==> config.mk <==
export PLATFORM = sky130hd
export DESIGN_NAME = fetch_sequencer
export DESIGN_NICKNAME = d
export VERILOG_FILES = /design/src/rtl/fetch_seq_pkg.sv /design/src/rtl/pc_next_calc.sv /design/src/rtl/fetch_sequencer.sv
export SDC_FILE = /design/constraint.sdc
export NUM_CORES = 1
export LEC_CHECK = 0
export CAP_MARGIN = 20
export CORE_MARGIN = 2
export CORE_UTILIZATION = 30
export DETAILED_ROUTE_END_ITERATION = 12
export HOLD_SLACK_MARGIN = 0.03
export PLACE_DENSITY = 0.65
export RECOVER_POWER = 100
export SLEW_MARGIN = 10
export SYNTH_ARGS = -nofsm -noshare
export SYNTH_HDL_FRONTEND = slang
export SYNTH_SLANG_ARGS = --single-unit
==> constraint.sdc <==
create_clock -name clk -period 4.8 [get_ports clk]
set_clock_uncertainty 0.05 [all_clocks]
set_input_delay 0.96 -clock clk [delete_from_list [all_inputs] [get_ports clk]]
set_output_delay 0.96 -clock clk [all_outputs]
set_load 0.05 [all_outputs]
==> src/rtl/fetch_seq_pkg.sv <==
// Shared state encoding and default widths for the instruction-fetch sequencer.
package fetch_seq_pkg;

  typedef enum logic [1:0] {
    ST_FETCH  = 2'd0,
    ST_EXEC   = 2'd1,
    ST_HALTED = 2'd2
  } fetch_state_t;

  localparam int DEF_ADDR_W  = 32;
  localparam int DEF_INSTR_W = 32;
  localparam int DEF_CNT_W   = 32;

endpackage

==> src/rtl/pc_next_calc.sv <==
// Next-PC selection: jump target beats a taken branch, which beats a plain increment.
module pc_next_calc
  import fetch_seq_pkg::*;
#(
  parameter int ADDR_W = DEF_ADDR_W
) (
  input  logic [ADDR_W-1:0] pc,
  input  logic              branch,
  input  logic              zero,
  input  logic [ADDR_W-1:0] sign_ext,
  input  logic              jump,
  input  logic [ADDR_W-1:0] jump_target,
  output logic [ADDR_W-1:0] next_pc
);

  logic [ADDR_W-1:0] pc_inc;

  // All arithmetic wraps modulo 2^ADDR_W; a negative offset is just a large addend.
  assign pc_inc = pc + ADDR_W'(1);

  always_comb begin
    next_pc = pc_inc;
    if (jump)
      next_pc = jump_target;
    else if (branch && zero)
      next_pc = pc_inc + sign_ext;
  end

endmodule

==> src/rtl/fetch_sequencer.sv <==
// Handshake-paced fetch controller: owns the PC, holds the fetched instruction
// for the datapath and commits the next PC once execution finishes.
//
//   state     | meaning
//   ----------+---------------------------------------------------------
//   ST_FETCH  | im_req high at pc, waiting for im_ack
//   ST_EXEC   | instr valid; waiting for stall low to commit
//   ST_HALTED | HALT committed; parked until reset
module fetch_sequencer
  import fetch_seq_pkg::*;
#(
  parameter int                ADDR_W   = DEF_ADDR_W,
  parameter int                INSTR_W  = DEF_INSTR_W,
  parameter logic [ADDR_W-1:0] RESET_PC = '0,
  parameter int                CNT_W    = DEF_CNT_W
) (
  input  logic               clk,
  input  logic               reset,
  output logic               im_req,
  output logic [ADDR_W-1:0]  im_addr,
  input  logic               im_ack,
  input  logic [INSTR_W-1:0] im_rdata,
  output logic [INSTR_W-1:0] instr,
  output logic               instr_valid,
  input  logic               stall,
  input  logic               branch,
  input  logic               zero,
  input  logic [ADDR_W-1:0]  sign_ext,
  input  logic               jump,
  input  logic [ADDR_W-1:0]  jump_target,
  input  logic               halt,
  output logic [ADDR_W-1:0]  pc,
  output logic               halted,
  output logic [CNT_W-1:0]   retired
);

  fetch_state_t      state;
  logic [ADDR_W-1:0] next_pc;

  pc_next_calc #(.ADDR_W(ADDR_W)) u_pc_next (
    .pc          (pc),
    .branch      (branch),
    .zero        (zero),
    .sign_ext    (sign_ext),
    .jump        (jump),
    .jump_target (jump_target),
    .next_pc     (next_pc)
  );

  // Gated by reset so an in-flight request is withdrawn in the reset cycle itself.
  assign im_req  = (state == ST_FETCH) && !reset;
  assign im_addr = pc;

  always_ff @(posedge clk) begin
    if (reset) begin
      state       <= ST_FETCH;
      pc          <= RESET_PC;
      instr       <= '0;
      instr_valid <= 1'b0;
      halted      <= 1'b0;
      retired     <= '0;
    end else begin
      case (state)
        ST_FETCH: begin
          if (im_ack) begin
            instr       <= im_rdata;
            instr_valid <= 1'b1;
            state       <= ST_EXEC;
          end
        end
        ST_EXEC: begin
          if (!stall) begin
            if (retired != '1)
              retired <= retired + CNT_W'(1);
            instr_valid <= 1'b0;
            if (halt) begin
              halted <= 1'b1;
              state  <= ST_HALTED;
            end else begin
              pc    <= next_pc;
              state <= ST_FETCH;
            end
          end
        end
        ST_HALTED: ;
        default: state <= ST_FETCH;
      endcase
    end
  end

endmodule
## After elaboration in Yosys (flattened, before gate mapping)

Cells that the tools add are included.

- Bits in registers: 100
- Logic and storage cells: 37

- Add/subtract/negate cells: 3
- Equal/unequal tests: 5
- Mux-type cells: 9
- Bitwise logic cells: 3
- Reductions and logical operators: 11

Operators by type and width:

| operator | count |
|---|---|
| adder 32 x 1 -> 32 bit, second input constant | 2 |
| 2-to-1 mux 32 bit | 2 |
| adder 32 bit | 1 |
| != test 32 bit, second input constant | 1 |
| AND reduction 3 bit | 5 |
| 2-to-1 mux 2 bit | 3 |
| one-hot mux 2 bit (3 select lines) | 1 |
| != test 2 bit, second input constant | 2 |
| NOT 1 bit | 3 |
| == test 2 x 1 -> 1 bit, second input constant | 1 |
| == test 2 bit, second input constant | 1 |
| logical AND 1 bit | 2 |
| zero test 2 bit | 1 |
| 2-to-1 mux 1 bit | 2 |
| one-hot mux 1 bit (2 select lines) | 1 |
| AND reduction 2 bit | 1 |
| nonzero test 2 bit | 1 |
| zero test 1 bit | 1 |

## Longest topological paths before layout

Gate-level depths: netlist of the first run.

- Depth after elaboration: 4
- Mapped depth: 16
- Gate-level depth less buffers: 15

## Cells and area by module

From an unflattened synthesis of the first run, not the netlist that was laid out.

- Cell total of the unflattened synthesis: 974
- Area, all modules: 7,146.9 µm²

Modules (own cells, without submodules):

| module | instances | cells an instance | area an instance (µm²) | sequential area each (µm²) |
|---|---|---|---|---|
| fetch_sequencer | 1 | 527 | 4,222.8 | 2,001.9 |
| pc_next_calc | 1 | 447 | 2,924.1 | 0.0 |

## Worst setup path after synthesis of the first run

No wires, ideal clock.

- Path kind: flip-flop to flip-flop
- Start point: register pc[0] (netlist: im_addr[0])
- End point: register pc[31] (netlist: im_addr[31])
- Setup time: 0.079 ns
- Data arrival time: 3.813 ns
- Setup slack: 0.858 ns
- Stages on the path, launching flop included: 17
- Clock period less this slack: 3.942 ns
- Cell sequence: dfxtp_1 > ha_1 > nand2_1 > nor4_4 > and2_1 > nand3_1 > xnor2_1 > ha_1 > clkbuf_1 > nand3_1 > o211ai_1 > a21oi_1 > o21bai_1 > o21ai_0 > a2111oi_0 > o21ai_0 > o211ai_1

- Longest elaborated chain between the ends: 4

Ends and longest elaborated chain:

| element | RTL line | RTL |
|---|---|---|
| start, declared | fetch_sequencer.sv:32 | `output logic [ADDR_W-1:0] pc,` |
| start signal, assigned | fetch_sequencer.sv:80 | `pc <= next_pc;` |
| adder 32 x 1 -> 32 bit (*) | pc_next_calc.sv:19 | `assign pc_inc = pc + ADDR_W'(1);` |
| adder 32 bit | pc_next_calc.sv:26 | `next_pc = pc_inc + sign_ext;` |
| 2-to-1 mux 32 bit (*) | pc_next_calc.sv:25 | `else if (branch && zero)` |
| 2-to-1 mux 32 bit (*) | pc_next_calc.sv:23 | `if (jump)` |

Mark *: on every way between the ends. The rest lies on a longest branch, timed or not.
A chain may end at the register's enable or synchronous reset.

## Worst setup path in the final report of the first run

- Start point: register pc[6] (netlist: im_addr[6])
- End point: register pc[31] (netlist: im_addr[31])

The elaborated chain is that of the path after synthesis.

==> results.md, run 1 <==
* Outcome: finished with violations
* Failing checks: capacitance limit, slew limit
* Die height at 158 um
* Hold slack at 0.402 ns
* Die W at 158 um
* Row cnt at 56
* CP arrival at 4.53 ns
* Slew Limit Fails at 89
* Final setup margin at 0.451 ns
* Top post-synthesis cells by area: dfxtp_1, nand2_1, a21oi_1, ha_1, xnor2_1
* Placed cell area at 9490 um2
* Number of port buffers at 234
* CP Class: flip-flop to flip-flop
* Antenna Nets Post-Route at 0
* Crit-path slowest cell: a2111oi_0
* P_leak at 4.01 nW
* Initial Util at 30.4%
* Switching share of power at 33.9%
* Clk root buf: clkbuf_16
* CP cell instances: nand4_2, nor4_4, and2_0, nand2_1, xnor2_1, ha_1, nand2_1, o21ai_0, a2111oi_0, a2111oi_0, o21ai_0, o211ai_1
* Yosys warning count at 0
* Max-Cap Viols at 1
* Top sig layer: met4
* Endpoint of the worst register-to-register path: im_addr[31]
* Metal3 WL at 1560 um
* Sequential area share after synthesis at 28.3%
* Final nets at 1259
* Total wire length at 24900 um
* Ys flop type: dfxtp_1
* Vias in the first global route at 6961
* CTS tree: yes
* Post-synthesis instance area at 7080 um2
* WP data required at 4.98 ns
* Final hold vios at 0
* Core box area at 23300 um2
* DRT iter0 DRCs at 387
* CP Launch Type: flip-flop
* Avg WL per Cell at 17.3 um
* Synthesized instance count at 932
* Vias at 7267
* Worst-margin pin slew at 1.98 ns
* Crit. End Element: flip-flop
* Finished Core Util at 41.8%
* Final RePlAce weighted congestion at 0.920
* Post-Syn Area per Cell at 7.60 um2
* GRT Resource Usage Total at 19.6%
* Period utilization at 90.6%
* Clk slew on worst S/H paths at 0.09 ns
* CTS Buffer Depth at 2
* FFs w/ async S/R, synth at 0%
* Post-Place Setup Slack at 0.619 ns
* Post-route cell area at 9750 um2
* Slowest stage delay, CP at 0.87 ns
* Top-area cell type share of the netlist area at 28.3%
* Initial antenna violation count at 0
* Antenna cell count at 0
* Max transition margin at -31.8%
* Worst-skew pair later-pin latency at 0.36 ns
* EDFF count, synth at 0
* Yosys cell types at 71
* Setup TNS at 0 ns
* Met1 WL at 11100 um
* Largest net degree at the start of global routing at 89
* TritonRoute pass-1 iters at 5
* Tmin final at 4.35 ns
* H-tree depth reported by CTS at 3
* # DRC at 0
* I/O pin count at 235
* DP Cell Count at 1422
* Fill cells at 2393
* Share of cells above drive strength 1 at 4.29%
* Switching power of the nets at 0.733 mW
* Final setup fails at 0
* Non-Filler Instances at 1438
* CTS sink cnt at 100
* Dpl hpwl at 18800 um
* R2R Setup Slk at 0.45 ns
* Post_cts resized at 0
* RSZ-0062 raised after global routing: no
* Total design power at 2.16 mW
* Combinational Power Share at 24.5%
* Setup crit end: im_addr[31]
* Setup bufs post-CTS at 0
* R2R depth at 12
* Seq pwr share at 40.7%
* Worst Setup SP: im_addr[6]
* Post-CTS Hold Buffers at 0
* Seq cells post-synth at 100
* Net Count, Synth at 1077
* Critical Path Fanout Max at 8
* First-pass GRT wire length at 38200 um
* Power Density at 222 nW/um2
* Max Fclk at 230 MHz
* Cell taking the most area after synthesis: dfxtp_1
* Area delta synth->final at 37.6%
* Via density at 5.05
* Met2 WL post-DR at 11500 um
* Num CTS Buffers at 9
* Clock group share of total power at 34.7%
* Die area at 24900 um2
* R2R Path Start: im_addr[6]
* Hold crit path type: flip-flop to flip-flop
* Pint at 1.43 mW
* GRT overflow at 0
* Peak VDD IR at 0.188 mV
state kept, by name, indices dropped and copies added (netlist names):
name,flops
halted,1
instr,32
instr_valid,1
im_addr,32
retired,32
state,2
per-layer routing:
layer | global-route usage, % | vias up
met4 | 7.75 | 0
met5 | 0 | -
met1 | 25.4 | 3307
met2 | 32.5 | 270
li1 | - | 3641
met3 | 3.18 | 49
cell families after synthesis:
| group | Yosys count | share of synthesized area [%] |
|---|---|---|
| AND/OR/NAND/NOR | 355 | 24.1 |
| AO/OA/AOI/OAI | 258 | 22.7 |
| flip-flops | 100 | 28.3 |
| buffers and inverters | 94 | 6.92 |
| XOR/XNOR | 78 | 9.86 |
| adder cells (fa/ha/maj) | 41 | 7.35 |
| multiplexers | 6 | 0.865 |
worst min-delay path by stage:
stage	from	endpoint	slack [ns]	cells after the start
6_report	instr[4]	instr[4]	0.40	2
5_1_grt	instr[30]	instr[30]	0.42	2
4_1_cts	instr[4]	instr[4]	0.41	2
3_5_place_dp	instr[4]	instr[4]	0.40	2
3_3_place_gp	instr[20]	instr[20]	0.39	2
2_1_floorplan	state[1]	state[0]	0.48	1
layout make-up:
| type | instances | area (um2) | area share, % |
|---|---|---|---|
| multi-input combinational | 738 | 4570 | 46.8 |
| tap | 319 | 399 | 4.09 |
| inverter | 19 | 71.3 | 0.732 |
| clock inverter | 7 | 68.8 | 0.706 |
| clock buffer | 9 | 225 | 2.31 |
| timing repair buffer | 246 | 2420 | 24.8 |
| sequential | 100 | 2000 | 20.5 |
Yosys cell counts, drive strengths merged, types with 2 or more instances:
library cell  instances
a2111oi               2
a211oi                9
a21bo                 2
a21boi                2
a21o                 13
a21oi               104
a22o                  5
a31o                  2
a31oi                 5
and2                  8
and3                  7
and4                 10
buf                  41
clkbuf               34
dfxtp               100
ha                   40
inv                  19
mux2i                 5
nand2               150
nand2b                5
nand3                40
nand3b                2
nand4                19
nor2                 77
nor2b                 5
nor3                 12
nor3b                 2
nor4                  5
o2111ai               4
o211ai               19
o21a                  4
o21ai                51
o21bai               10
o221ai                6
o22ai                 5
o31ai                 3
o41ai                 2
or3                  11
xnor2                47
xor2                 31
worst max-delay path: cells and delay by family, from the launching register on:
| family | cells | cell delay, ns |
|---|---|---|
| simple gates | 5 | 1.34 |
| flops | 1 | 0.50 |
| fa+ha+maj | 1 | 0.36 |
| xor+xnor | 1 | 0.35 |
| compound gates | 5 | 1.61 |
cells in the final DEF, fill, tap and decap left out, types with 5 or more instances in the layout:
cell	instances
nand3_2	5
nor2_1	77
clkbuf_16	9
a21o_1	11
dlygate4sd3_1	133
a211oi_1	9
xnor2_1	46
mux2i_1	5
a22o_1	5
and4_1	7
buf_4	9
o211ai_1	19
nor3_1	12
nand3_1	35
nand4_1	18
xor2_1	30
o21bai_1	10
a31oi_1	5
nand2_1	150
dfxtp_1	100
and2_1	6
o22ai_1	5
ha_1	40
a21oi_1	104
and3_1	7
or3_1	11
o221ai_1	6
o21ai_0	51
inv_1	19
nand2b_1	5
clkdlybuf4s50_1	100
power groups by stage:
| stage | registers (mW) | logic, mW | clock network, mW |
|---|---|---|---|
| after floorplan | 0.986 | 0.241 | 0 |
| after global placement | 0.901 | 0.543 | 0 |
| after detailed placement | 0.903 | 0.544 | 0 |
| after CTS | 0.883 | 0.546 | 0.778 |
| after global routing | 0.886 | 0.570 | 0.806 |
| final | 0.881 | 0.531 | 0.751 |
Power figures use the tool's default switching activity.
==> inputs of run 2 (changes only) <==
--- a/config.mk
+++ b/config.mk
@@ -15,4 +15,6 @@
 export SLEW_MARGIN = 10
 export SYNTH_ARGS = -nofsm -noshare
 export SYNTH_HDL_FRONTEND = slang
+export SYNTH_HIERARCHICAL = 1
 export SYNTH_SLANG_ARGS = --single-unit
+export TNS_END_PERCENT = 100
==> run 2 against run 1 <==
Effect of this change: the run still ends with capacitance limit, slew limit left; first-iteration DRC count up 18%; clock-buffer cell count is 1 higher; critical path depth up 4; routed wire length decreased by 3.5%; die area is 0.86% higher; sequential share of layout area is 0.12 points lower; fmax rose by 0.39%; clock power up 2%.
==> results.md, run 2 <==
* XOR/XNOR Fraction of Synth Area at 7.84%
* Total wire length at 24000 um
* Most frequent cells in the layout: nand2_1, dlygate4sd3_1, a21oi_1, clkdlybuf4s50_1, dfxtp_1
* Clk slew on worst S/H paths at 0.07 ns
* Fill cells at 2444
* CP Launch Type: flip-flop
* CTS Buffer Depth at 2
* CTS sink cnt at 100
* DRT iter0 DRCs at 457
* Initial antenna violation count at 0
* Num CTS Buffers at 9
* Yosys cell types at 65
* Area delta synth->final at 37.2%
* Multiplexer share of the synthesized area at 1.68%
* H-tree depth reported by CTS at 3
* Largest net degree at the start of global routing at 55
* Row cnt at 56
* Die height at 158 um
* Peak VDD IR at 0.150 mV
* Post-CTS Hold Buffers at 0
* Worst-margin pin slew at 2.48 ns
* Dpl hpwl at 18500 um
* Multi-input logic area at 4620 um2
* Avg WL per Cell at 16.3 um
* Post_cts resized at 0
* # DRC at 0
* Placed cell area at 9570 um2
* Post-Synth Simple-Gate Area at 27.3%
* Die area at 25100 um2
* Net Count, Synth at 1119
* Crit. End Element: flip-flop
* Critical Path Fanout Max at 7
* WP data required at 4.94 ns
* Max-Cap Viols at 2
* Commonest non-fill, non-tap cell in the layout: nand2_1
* FFs w/ async S/R, synth at 0%
* Vias in the first global route at 7094
* Vias at 7472
* CTS tree: yes
* First-pass GRT wire length at 37900 um
* Final hold vios at 0
* Post-route cell area at 9810 um2
* Setup bufs post-CTS at 0
* Combinational Power Share at 23.6%
* Slew Limit Fails at 71
* Final nets at 1297
* Switching share of power at 31.1%
* GRT overflow at 0
* Share of cells above drive strength 1 at 3.89%
* Clk root buf: clkbuf_16
* Via density at 5.06
* Max transition margin at -65.5%
* TritonRoute pass-1 iters at 5
* Yosys warning count at 6
* I/O pin count at 235
* FF+latch area at 2000 um2
* Pint at 1.48 mW
* GRT Resource Usage Total at 19.0%
* Post-Syn Area per Cell at 7.34 um2
* Synth top cells by count: nand2_1, a21oi_1, dfxtp_1, nor2_1, xnor2_1
* EDFF count, synth at 0
* Antenna Nets Post-Route at 0
* Cell taking the most area after synthesis: dfxtp_1
* Seq pwr share at 40.7%
* Initial Util at 30.5%
* Final setup fails at 0
* P_leak at 3.93 nW
* Hold crit path type: flip-flop to flip-flop
* Max Fclk at 231 MHz
* Clock group share of total power at 35.7%
* Failing checks: capacitance limit, slew limit
* Setup TNS at 0 ns
* Final RePlAce weighted congestion at 0.886
* Count leader, synth: nand2_1
* CP arrival at 4.47 ns
* Core box area at 23400 um2
* Synth Area in Compound Gates at 21.1%
* Top-area cell type share of the netlist area at 28.0%
* Sequential area share after synthesis at 28.0%
* Tmin final at 4.33 ns
* Die W at 158 um
* Largest family of logic cells by synthesized area: simple AND/OR/NAND/NOR gates
* Switching power of the nets at 0.670 mW
* Seq cells post-synth at 100
* Worst-skew pair later-pin latency at 0.35 ns
* Power Density at 219 nW/um2
* Number of port buffers at 234
* Outcome: finished with violations
* Post-synthesis instance area at 7150 um2
* Synthesized instance count at 974
* CP Class: flip-flop to flip-flop
* Antenna cell count at 0
* Post-Synth Adder-Cell Area at 7.28%
* Ys flop type: dfxtp_1
* Top post-synthesis cells by area: dfxtp_1, nand2_1, a21oi_1, ha_1, xnor2_1
* RSZ-0062 raised after global routing: no
* Period utilization at 90.3%
run 2: cell count changes in the layout (fill, tap and decap cells not counted), sizes merged, moves of 8 or more:
| cell | change |
|---|---|
| xor2 | -12 |
| nand2 | +51 |
| or4 | +8 |
| and3 | +10 |
| nor2 | -22 |
| o211ai | -13 |
| a21oi | +28 |
run 2: logic make-up after synthesis:
| group | count (synthesis) |
|---|---|
| compound gates | 252 |
| buf+inv | 97 |
| flops | 100 |
| simple gates | 409 |
| fa+ha+maj | 41 |
| mux | 11 |
| xor+xnor | 64 |
run 2: stage by stage:
| stage | utilization, % | total power [mW] | instances | worst slack, ns | hold slack [ns] |
|---|---|---|---|---|---|
| 3_3_place_gp | 40.9 | 1.41 | 1460 | 0.599 | 0.390 |
| 2_1_floorplan | - | 1.21 | 974 | 0.795 | 0.440 |
| 4_1_cts | 42.2 | 2.20 | 1476 | 0.564 | 0.407 |
| 5_1_grt | 41.9 | 2.25 | 1476 | 0.135 | 0.425 |
| 3_5_place_dp | 40.9 | 1.41 | 1460 | 0.585 | 0.397 |
| 6_report | 41.9 | 2.15 | 1476 | 0.468 | 0.400 |
run 2: critical path, stage by stage (launching register included):
cell and delay (ns):
dfxtp_1 0.44, and3_1 0.22, nand3_1 0.19, nor3_1 0.46
nand2_1 0.13, xnor2_1 0.30, ha_1 0.32, and4_1 0.21
and3_1 0.17, a22oi_1 0.30, a21oi_1 0.17, o31ai_2 0.36
nor3_1 0.14, or4_1 0.41, and3_1 0.18, nand2_1 0.06
a21oi_1 0.06
run 2: final cells by class:
type                       count  area share (%)
multi-input combinational    777            47.1
timing repair buffer         245            24.5
sequential                   100            20.4
tap                          319            4.07
clock buffer                  10            2.44
clock inverter                 6           0.727
inverter                      19           0.727
run 2: worst paths after layout:
path | start | to | slack (ns) | cells after the start
worst max-delay path | im_addr[5] | im_addr[25] | 0.47 | 16
worst min-delay path | instr[25] | instr[25] | 0.40 | 2
worst max register to register | im_addr[5] | im_addr[25] | 0.47 | 16
worst min register to register | instr[25] | instr[25] | 0.40 | 2
run 2: power groups by stage:
| stage | sequential [mW] | clock (mW) | combinational [mW] |
|---|---|---|---|
| CTS | 0.877 | 0.799 | 0.520 |
| finish | 0.876 | 0.769 | 0.507 |
| floorplan | 0.976 | 0 | 0.231 |
| global placement | 0.896 | 0 | 0.518 |
| global route | 0.880 | 0.824 | 0.548 |
| detailed placement | 0.897 | 0 | 0.517 |
run 2: metal layers:
layer  part of all wire [%]  GRT usage (%)  wire [um]
met1                     45           25.4      10900
met4                    1.2           5.11        297
met5                      0              0          0
met3                    7.7           4.49       1850
met2                     46           30.7      10900
